<file path="config.mk">
export PLATFORM = sky130hd
export DESIGN_NAME = store_buffer_flat
export DESIGN_NICKNAME = d
export VERILOG_FILES = /design/src/rtl/store_buffer_pkg.sv /design/src/rtl/store_buffer_if.sv /design/src/rtl/store_buffer_match.sv /design/src/rtl/store_buffer.sv /design/src/flat_wrapper.sv
export SDC_FILE = /design/constraint.sdc
export NUM_CORES = 1
export LEC_CHECK = 0
export CORE_ASPECT_RATIO = 1.1
export CORE_MARGIN = 2
export CORE_UTILIZATION = 51
export DETAILED_ROUTE_END_ITERATION = 10
export GPL_ROUTABILITY_DRIVEN = 0
export GPL_TIMING_DRIVEN = 0
export MAX_ROUTING_LAYER = met4
export PLACE_DENSITY = 0.78
export SLEW_MARGIN = 20
export SYNTH_ARGS = -nofsm -noshare
export SYNTH_HDL_FRONTEND = slang
export SYNTH_SLANG_ARGS = --single-unit
</file>
<file path="constraint.sdc">
create_clock -name clk -period 3.9 [get_ports clk]
set_clock_uncertainty 0.15 [all_clocks]
set_input_delay 0.585 -clock clk [delete_from_list [all_inputs] [get_ports clk]]
set_output_delay 0.585 -clock clk [all_outputs]
set_load 0.05 [all_outputs]
</file>
<file path="src/rtl/store_buffer_pkg.sv">
// -----------------------------------------------------------------------------
// store_buffer_pkg
// Shared definitions for the store buffer: default geometry, the entry record
// kept for every pending store, and the byte-address to word-address helper.
// -----------------------------------------------------------------------------
package store_buffer_pkg;

    localparam int SB_DEPTH = 4;   // default number of entries (power of two, 2..16)
    localparam int SB_IDX_W = 10;  // default word-index width used for load matching

    // One pending store. The full word address is kept so the memory write
    // goes to the right place; only its low IDX_W bits take part in matching.
    typedef struct packed {
        logic [29:0] idx;   // word address, byte address bits [31:2]
        logic [31:0] data;
        logic [31:0] pc;
    } sb_entry_t;

    // Byte address -> word address (bits [1:0] are dropped).
    function automatic logic [29:0] word_index(input logic [31:0] addr);
        return addr[31:2];
    endfunction

endpackage : store_buffer_pkg

</file>
<file path="src/rtl/store_buffer_if.sv">
// -----------------------------------------------------------------------------
// store_buffer_if
// Groups the store, load-lookup and memory-drain signals of the store buffer.
//   slave  : the buffer side (takes st_*, ld_addr, dm_ready; drives the rest)
//   master : the core/memory side (the opposite directions)
// -----------------------------------------------------------------------------
interface store_buffer_if #(
    parameter int DEPTH = store_buffer_pkg::SB_DEPTH
);
    localparam int CNT_W = $clog2(DEPTH) + 1;

    // store port from the execute stage
    logic             st_valid;
    logic [31:0]      st_addr;
    logic [31:0]      st_data;
    logic [31:0]      st_pc;
    logic             st_ready;
    // load lookup
    logic [31:0]      ld_addr;
    logic             ld_hit;
    logic [31:0]      ld_data;
    // data-memory write port
    logic             dm_we;
    logic [31:0]      dm_addr;
    logic [31:0]      dm_data;
    logic [31:0]      dm_pc;
    logic             dm_ready;
    // status
    logic [CNT_W-1:0] count;
    logic             empty;

    modport slave (
        input  st_valid, st_addr, st_data, st_pc, ld_addr, dm_ready,
        output st_ready, ld_hit, ld_data, dm_we, dm_addr, dm_data, dm_pc, count, empty
    );

    modport master (
        output st_valid, st_addr, st_data, st_pc, ld_addr, dm_ready,
        input  st_ready, ld_hit, ld_data, dm_we, dm_addr, dm_data, dm_pc, count, empty
    );

endinterface : store_buffer_if

</file>
<file path="src/rtl/store_buffer_match.sv">
// -----------------------------------------------------------------------------
// store_buffer_match
// Combinational load-forwarding lookup. Compares a word index against every
// occupied entry and returns the data of the youngest match.
//   entries_i : entry array (indexed by physical slot)
//   valid_i   : occupied-slot mask
//   tail_i    : next slot to be written; tail_i-1 is the youngest entry
//   lk_idx_i  : word index of the load
//   hit_o     : some occupied entry matches
//   data_o    : data of the youngest matching entry, 0 when no hit
// -----------------------------------------------------------------------------
module store_buffer_match import store_buffer_pkg::*; #(
    parameter int DEPTH = SB_DEPTH,
    parameter int IDX_W = SB_IDX_W,
    localparam int PTR_W = $clog2(DEPTH)
) (
    input  sb_entry_t        entries_i [DEPTH],
    input  logic [DEPTH-1:0] valid_i,
    input  logic [PTR_W-1:0] tail_i,
    input  logic [IDX_W-1:0] lk_idx_i,
    output logic             hit_o,
    output logic [31:0]      data_o
);

    logic [PTR_W-1:0] pos;
    logic             unused_bits;

    // Scan from the oldest slot (tail-DEPTH) to the youngest (tail-1); a later
    // match overwrites an earlier one, so the youngest match wins.
    always_comb begin
        // NOTE: every variable written here gets a default first, otherwise a
        // path that skips the assignment infers a latch.
        hit_o  = 1'b0;
        data_o = '0;
        pos    = '0;
        for (int k = DEPTH; k >= 1; k--) begin
            pos = tail_i - PTR_W'(k);
            if (valid_i[pos] && (entries_i[pos].idx[IDX_W-1:0] == lk_idx_i)) begin
                hit_o  = 1'b1;
                data_o = entries_i[pos].data;
            end
        end
    end

    // Upper address bits and pc are carried for the memory side only.
    always_comb begin
        unused_bits = 1'b0;
        for (int i = 0; i < DEPTH; i++) begin
            unused_bits = unused_bits ^ (^{entries_i[i].idx[29:IDX_W], entries_i[i].pc});
        end
    end

endmodule : store_buffer_match

</file>
<file path="src/rtl/store_buffer.sv">
// -----------------------------------------------------------------------------
// store_buffer
// Word-granular FIFO write buffer between execute and data memory. Accepts up
// to DEPTH stores, drains the oldest one whenever memory is ready, and
// forwards the youngest pending store to a matching load in the same cycle.
//   clk   : clock, all state on the rising edge
//   reset : asynchronous, active-low; discards all pending stores
//   sb    : store / load-lookup / memory-drain bundle (slave side)
// -----------------------------------------------------------------------------
module store_buffer import store_buffer_pkg::*; #(
    parameter int DEPTH = SB_DEPTH,
    parameter int IDX_W = SB_IDX_W
) (
    input  logic         clk,
    input  logic         reset,
    store_buffer_if.slave sb
);

    localparam int PTR_W = $clog2(DEPTH);
    localparam int CNT_W = PTR_W + 1;

    sb_entry_t        mem_q [DEPTH];
    logic [PTR_W-1:0] head_q, head_d;
    logic [PTR_W-1:0] tail_q, tail_d;
    logic [CNT_W-1:0] count_q, count_d;

    logic             empty;
    logic             enq;
    logic             deq;
    logic [DEPTH-1:0] valid;
    logic [PTR_W-1:0] off;
    sb_entry_t        head_entry;
    logic             unused_bits;

    // ------------------------------------------------------------------ control
    // Readiness looks only at the registered count: a full buffer refuses a
    // store even in a cycle where the head is being drained.
    assign empty       = (count_q == '0);
    assign sb.st_ready = (count_q != CNT_W'(DEPTH));
    assign enq         = sb.st_valid && sb.st_ready;
    assign deq         = !empty && sb.dm_ready;

    always_comb begin
        head_d  = head_q;
        tail_d  = tail_q;
        count_d = count_q;
        if (enq) begin
            tail_d = tail_q + 1'b1;   // power-of-two depth: wraps naturally
        end
        if (deq) begin
            head_d = head_q + 1'b1;
        end
        count_d = count_q + CNT_W'(enq) - CNT_W'(deq);
    end

    always_ff @(posedge clk or negedge reset) begin
        if (!reset) begin
            head_q  <= '0;
            tail_q  <= '0;
            count_q <= '0;
        end else begin
            // NOTE: sequential state uses non-blocking assignments so every
            // register samples the pre-edge values, independent of block order.
            head_q  <= head_d;
            tail_q  <= tail_d;
            count_q <= count_d;
        end
    end

    // NOTE: the entry array is deliberately not reset; occupancy is defined by
    // head/count alone, so stale contents are never observed.
    always_ff @(posedge clk) begin
        if (enq) begin
            mem_q[tail_q] <= '{idx: word_index(sb.st_addr), data: sb.st_data, pc: sb.st_pc};
        end
    end

    // ------------------------------------------------------------ memory side
    assign head_entry = mem_q[head_q];
    assign sb.dm_we   = !empty;
    assign sb.dm_addr = empty ? '0 : {head_entry.idx, 2'b00};
    assign sb.dm_data = empty ? '0 : head_entry.data;
    assign sb.dm_pc   = empty ? '0 : head_entry.pc;
    assign sb.count   = count_q;
    assign sb.empty   = empty;

    // -------------------------------------------------------------- forwarding
    // A slot is occupied when its distance from head is below count. The head
    // slot stays occupied until the edge that drains it, so it still forwards.
    always_comb begin
        valid = '0;
        off   = '0;
        for (int i = 0; i < DEPTH; i++) begin
            off      = PTR_W'(i) - head_q;
            valid[i] = ({1'b0, off} < count_q);
        end
    end

    store_buffer_match #(
        .DEPTH (DEPTH),
        .IDX_W (IDX_W)
    ) u_match (
        .entries_i (mem_q),
        .valid_i   (valid),
        .tail_i    (tail_q),
        .lk_idx_i  (sb.ld_addr[IDX_W+1:2]),
        .hit_o     (sb.ld_hit),
        .data_o    (sb.ld_data)
    );

    // Byte-offset bits and the load's upper address bits do not take part.
    assign unused_bits = ^{sb.st_addr[1:0], sb.ld_addr[1:0], sb.ld_addr[31:IDX_W+2]};

endmodule : store_buffer

</file>
<file path="src/flat_wrapper.sv">
// flat-port wrapper written by rule: the top's interface ports become plain ports
module store_buffer_flat import store_buffer_pkg::*;
#(
    parameter int DEPTH = SB_DEPTH,
    parameter int IDX_W = SB_IDX_W
)
  (clk, reset, sb_st_valid, sb_st_addr, sb_st_data, sb_st_pc, sb_ld_addr, sb_dm_ready, sb_st_ready, sb_ld_hit, sb_ld_data, sb_dm_we, sb_dm_addr, sb_dm_data, sb_dm_pc, sb_count, sb_empty);
  store_buffer_if #(.DEPTH(DEPTH)) sb_i ();
  input  logic clk;
  input  logic reset;
  input wire logic [$bits(sb_i.st_valid)-1:0] sb_st_valid;
  input wire logic [$bits(sb_i.st_addr)-1:0] sb_st_addr;
  input wire logic [$bits(sb_i.st_data)-1:0] sb_st_data;
  input wire logic [$bits(sb_i.st_pc)-1:0] sb_st_pc;
  input wire logic [$bits(sb_i.ld_addr)-1:0] sb_ld_addr;
  input wire logic [$bits(sb_i.dm_ready)-1:0] sb_dm_ready;
  output wire logic [$bits(sb_i.st_ready)-1:0] sb_st_ready;
  output wire logic [$bits(sb_i.ld_hit)-1:0] sb_ld_hit;
  output wire logic [$bits(sb_i.ld_data)-1:0] sb_ld_data;
  output wire logic [$bits(sb_i.dm_we)-1:0] sb_dm_we;
  output wire logic [$bits(sb_i.dm_addr)-1:0] sb_dm_addr;
  output wire logic [$bits(sb_i.dm_data)-1:0] sb_dm_data;
  output wire logic [$bits(sb_i.dm_pc)-1:0] sb_dm_pc;
  output wire logic [$bits(sb_i.count)-1:0] sb_count;
  output wire logic [$bits(sb_i.empty)-1:0] sb_empty;
  assign sb_i.st_valid = sb_st_valid;
  assign sb_i.st_addr = sb_st_addr;
  assign sb_i.st_data = sb_st_data;
  assign sb_i.st_pc = sb_st_pc;
  assign sb_i.ld_addr = sb_ld_addr;
  assign sb_i.dm_ready = sb_dm_ready;
  assign sb_st_ready = sb_i.st_ready;
  assign sb_ld_hit = sb_i.ld_hit;
  assign sb_ld_data = sb_i.ld_data;
  assign sb_dm_we = sb_i.dm_we;
  assign sb_dm_addr = sb_i.dm_addr;
  assign sb_dm_data = sb_i.dm_data;
  assign sb_dm_pc = sb_i.dm_pc;
  assign sb_count = sb_i.count;
  assign sb_empty = sb_i.empty;
  store_buffer #(.DEPTH(DEPTH), .IDX_W(IDX_W)) u_core (.clk(clk), .reset(reset), .sb(sb_i));
endmodule
</file>
==> impl_metrics.yaml <==
die:
  die_h_um: 215.9
  die_area_um2: 42460
  die_w_um: 196.7
  coreArea_um2: 40270
  initial_core_util_pct: 51.71
  rows: 77
  io_pins: 267
critical_path:
  path_cells: "buf_6 -> buf_12 -> buf_12 -> inv_12 -> ha_4 -> buf_12 -> buf_8 -> mux4_2 -> xnor2_2 -> nand4_1 -> a2111o_2 -> buf_6 -> buf_12 -> nor2b_4 -> a211oi_4 -> o31ai_4 -> buf_6"
  critPathKind: "reg -> out"
  cpMaxStageDelayCell: "a2111o_2"
  critPathTopFamily: "buffers and inverters"
  cp-start-kind: "flip-flop"
  cp-end-kind: "primary output"
  crit_required_ns: 3.16
  crit_path_max_incr_delay_ns: 0.58
  critPathBufInv: 9
  crit_arrival_ns: 4.19
  path_max_fanout: 6
  cp_common_cell: "buf_12"
global_routing:
  grt_first_pass_wirelength_um: 81120
  grt_max_degree: 39
  grt_pass1_vias: 13220
  antenna_found_initial: 5
  grtUsageTotal_pct: 26.49
  grt.overflow.total: 0
routing:
  drt-pass1-iter-count: 5
  routedWlPerCell_um: 26.90
  postRouteAntennaNets: 0
  route.vias.total: 12510
  wl_um: 53700
  detail_route.iter0.violations: 1145
  drc: 0
  post_drt_via_cell_ratio: 6.268
finish:
  areaGrowthSynthToFinish_pct: 28.05
  finalInstanceArea_um2: 26670
  fin_nets: 1589
  drive_gt1_share_pct: 38.55
  final_common_cell: "edfxtp_1"
  final_util_pct: 66.22
  layout_common_cells: "376 x edfxtp_1, 258 x mux4_2, 160 x clkdlybuf4s50_1, 96 x nor2b_1, 49 x buf_6"
  final_cells: 1996
synth:
  seq_area_frac_synth_pct: 55.06
  ys_ff_latch: 383
  synth_cells: 1135
  syn_area_per_cell_um2: 18.35
  synthTopCellsByArea: "edfxtp_1 54%, mux4_2 28%, nor2b_1 3.7%, a211oi_2 1.8%, o31ai_2 1.8%"
  synth_ff_type: "edfxtp_1"
  synth_edf_count: 376
  yosysTopAreaCellShare_pct: 54.22
  ys_warn_count: 0
  ys_async_sr_fraction_pct: 1.828
  synthesis.area_um2: 20820
  yosys.area.top_type: "edfxtp_1"
  synth.distinct_cells: 52
sta:
  slew_headroom_pct: 41.09
  slew_viol_final: 0
  setup_violations: 33
  timing.hold.ws_ns: 0.1357
  rsz0062_at_grt: "yes"
  fin_tns_setup_ns: -32.45
  worst_pin_slew_ns: 0.8836
  timing.fmax_mhz: 203.2
  setup_ws_ns: -1.022
  hold_viol_final: 0
  min_period_ns: 4.922
  period_share_pct: 126.2
placement:
  dp_cells: 1893
  portBuffers: 236
  dpl.hpwl_um: 35570
  place_area_um2: 24780
run:
  maxCapViolCount: 0
clock_network:
  clkSlewWorstSetupHoldPaths_ns: 0.06
  cts_hold_buf: 0
  cts_tree: "built"
  clk-insertion-delay-late_ns: 0.56
  numCtsBuffers: 41
  cts_buffer_depth: 3
  cts_root_buf: "clkbuf_16"
  ctsHtreeMaxLevel: 2
  clkSinkCount: 383
power_and_ir_drop:
  p_leak_nw: 9.003
  peakVddDrop_mv: 0.7285
  power.density_nw_per_um2: 882.4
status:
  failed_checks: "setup timing"
  status: "finished, violations left"
worst_hold_path:
  hold_class: "in -> async"
==> path summary, 6_finish.rpt <==
path,slack (ns),cells after the start,from,end
max,-1.02,17,u_core.tail_q[0],sb_ld_data[28]
min,0.14,1,reset,u_core.sb.count[2]
max reg2reg,0.90,12,u_core.tail_q[0],u_core.tail_q[1]
min reg2reg,0.49,2,u_core.sb.count[1],u_core.sb.count[2]
max in group asynchronous,3.22,1,reset,u_core.tail_q[1]
min in group clk,0.49,2,u_core.sb.count[1],u_core.sb.count[2]
==> synth_stat cells, drive strengths merged (3+ instances only) <==
library cell	number
xor2	27
and2b	4
nand2b	3
dfrtp	7
buf	60
nand2	37
a21oi	5
edfxtp	376
and3	5
nand3	5
ha	10
a211oi	32
nor2b	123
nand4	3
xnor2	24
mux4	259
nor2	36
nor4	4
clkbuf	38
inv	12
o31ai	32
mux2i	11
==> cell type report <==
cell class	instances	area (um^2)
Multi-Input combinational cell	643	9524
Clock inverter	27	287.8
Buffer	94	735.7
Fill cell	2710	13610
Tap cell	513	641.9
Clock buffer	46	1066
Antenna cell	7	17.52
Timing Repair Buffer	271	2865
Inverter	12	61.31
Sequential cell	383	11470
==> what timing repair did <==
action,in CTS,in global routing
pin swaps,15,11
setup buffers,13,10
setup endpoints to repair,127,76
resized for setup,356,22
gates cloned,2,2
==> metal layers <==
layer,track usage [%],up-vias,share of wire (%)
met3,6.267,96,8.9
met1,33.79,6476,38
li1,-,5334,-
met5,-,-,0
met4,8.120,0,2.5
met2,42.65,605,50
==> logic make-up (layout without fill, tap and decap cells) <==
family          Yosys count  after routing  synth area share (%)
compound gates           82             82                 4.404
xor+xnor                 51             51                 2.145
fa+ha+maj                11             11                0.6970
buf+inv                 110            450                 3.034
flops                   383            383                 55.06
mux                     270            270                 28.59
other cells               1              9               0.01801
simple gates            227            227                 6.045
==> worst reg2reg max path: stages (launching register included) <==
cell and delay (ns):
dfrtp_1 0.39, buf_6 0.14, buf_12 0.10, buf_12 0.11, inv_12 0.03, ha_4 0.27
buf_12 0.13, buf_4 0.20, buf_6 0.21, buf_2 0.34, clkbuf_1 0.66, nand2_1 0.09
o21ai_0 0.10
==> stage by stage <==
step                      worst slack (ns)  power (mW)
after global routing                -1.152       24.54
after floorplan                    -0.2889       15.70
final                               -1.022       23.53
after detailed placement            -1.667       19.56
after global placement              -1.648       19.40
after CTS                           -1.047       23.60
==> flip-flops by register name, summed over array words and instances (netlist names) <==
signal,flops
u_core.tail_q,2
u_core.mem_q,376
u_core.head_q,2
u_core.sb.count,3
==> power breakdown <==
part	switching (mW)	internal, mW
Clock	1.58	2.30
Sequential	0.432	5.44
Combinational	7.80	5.97
Total	9.81	13.7
Note: power is estimated with default switching activity, not from simulation.
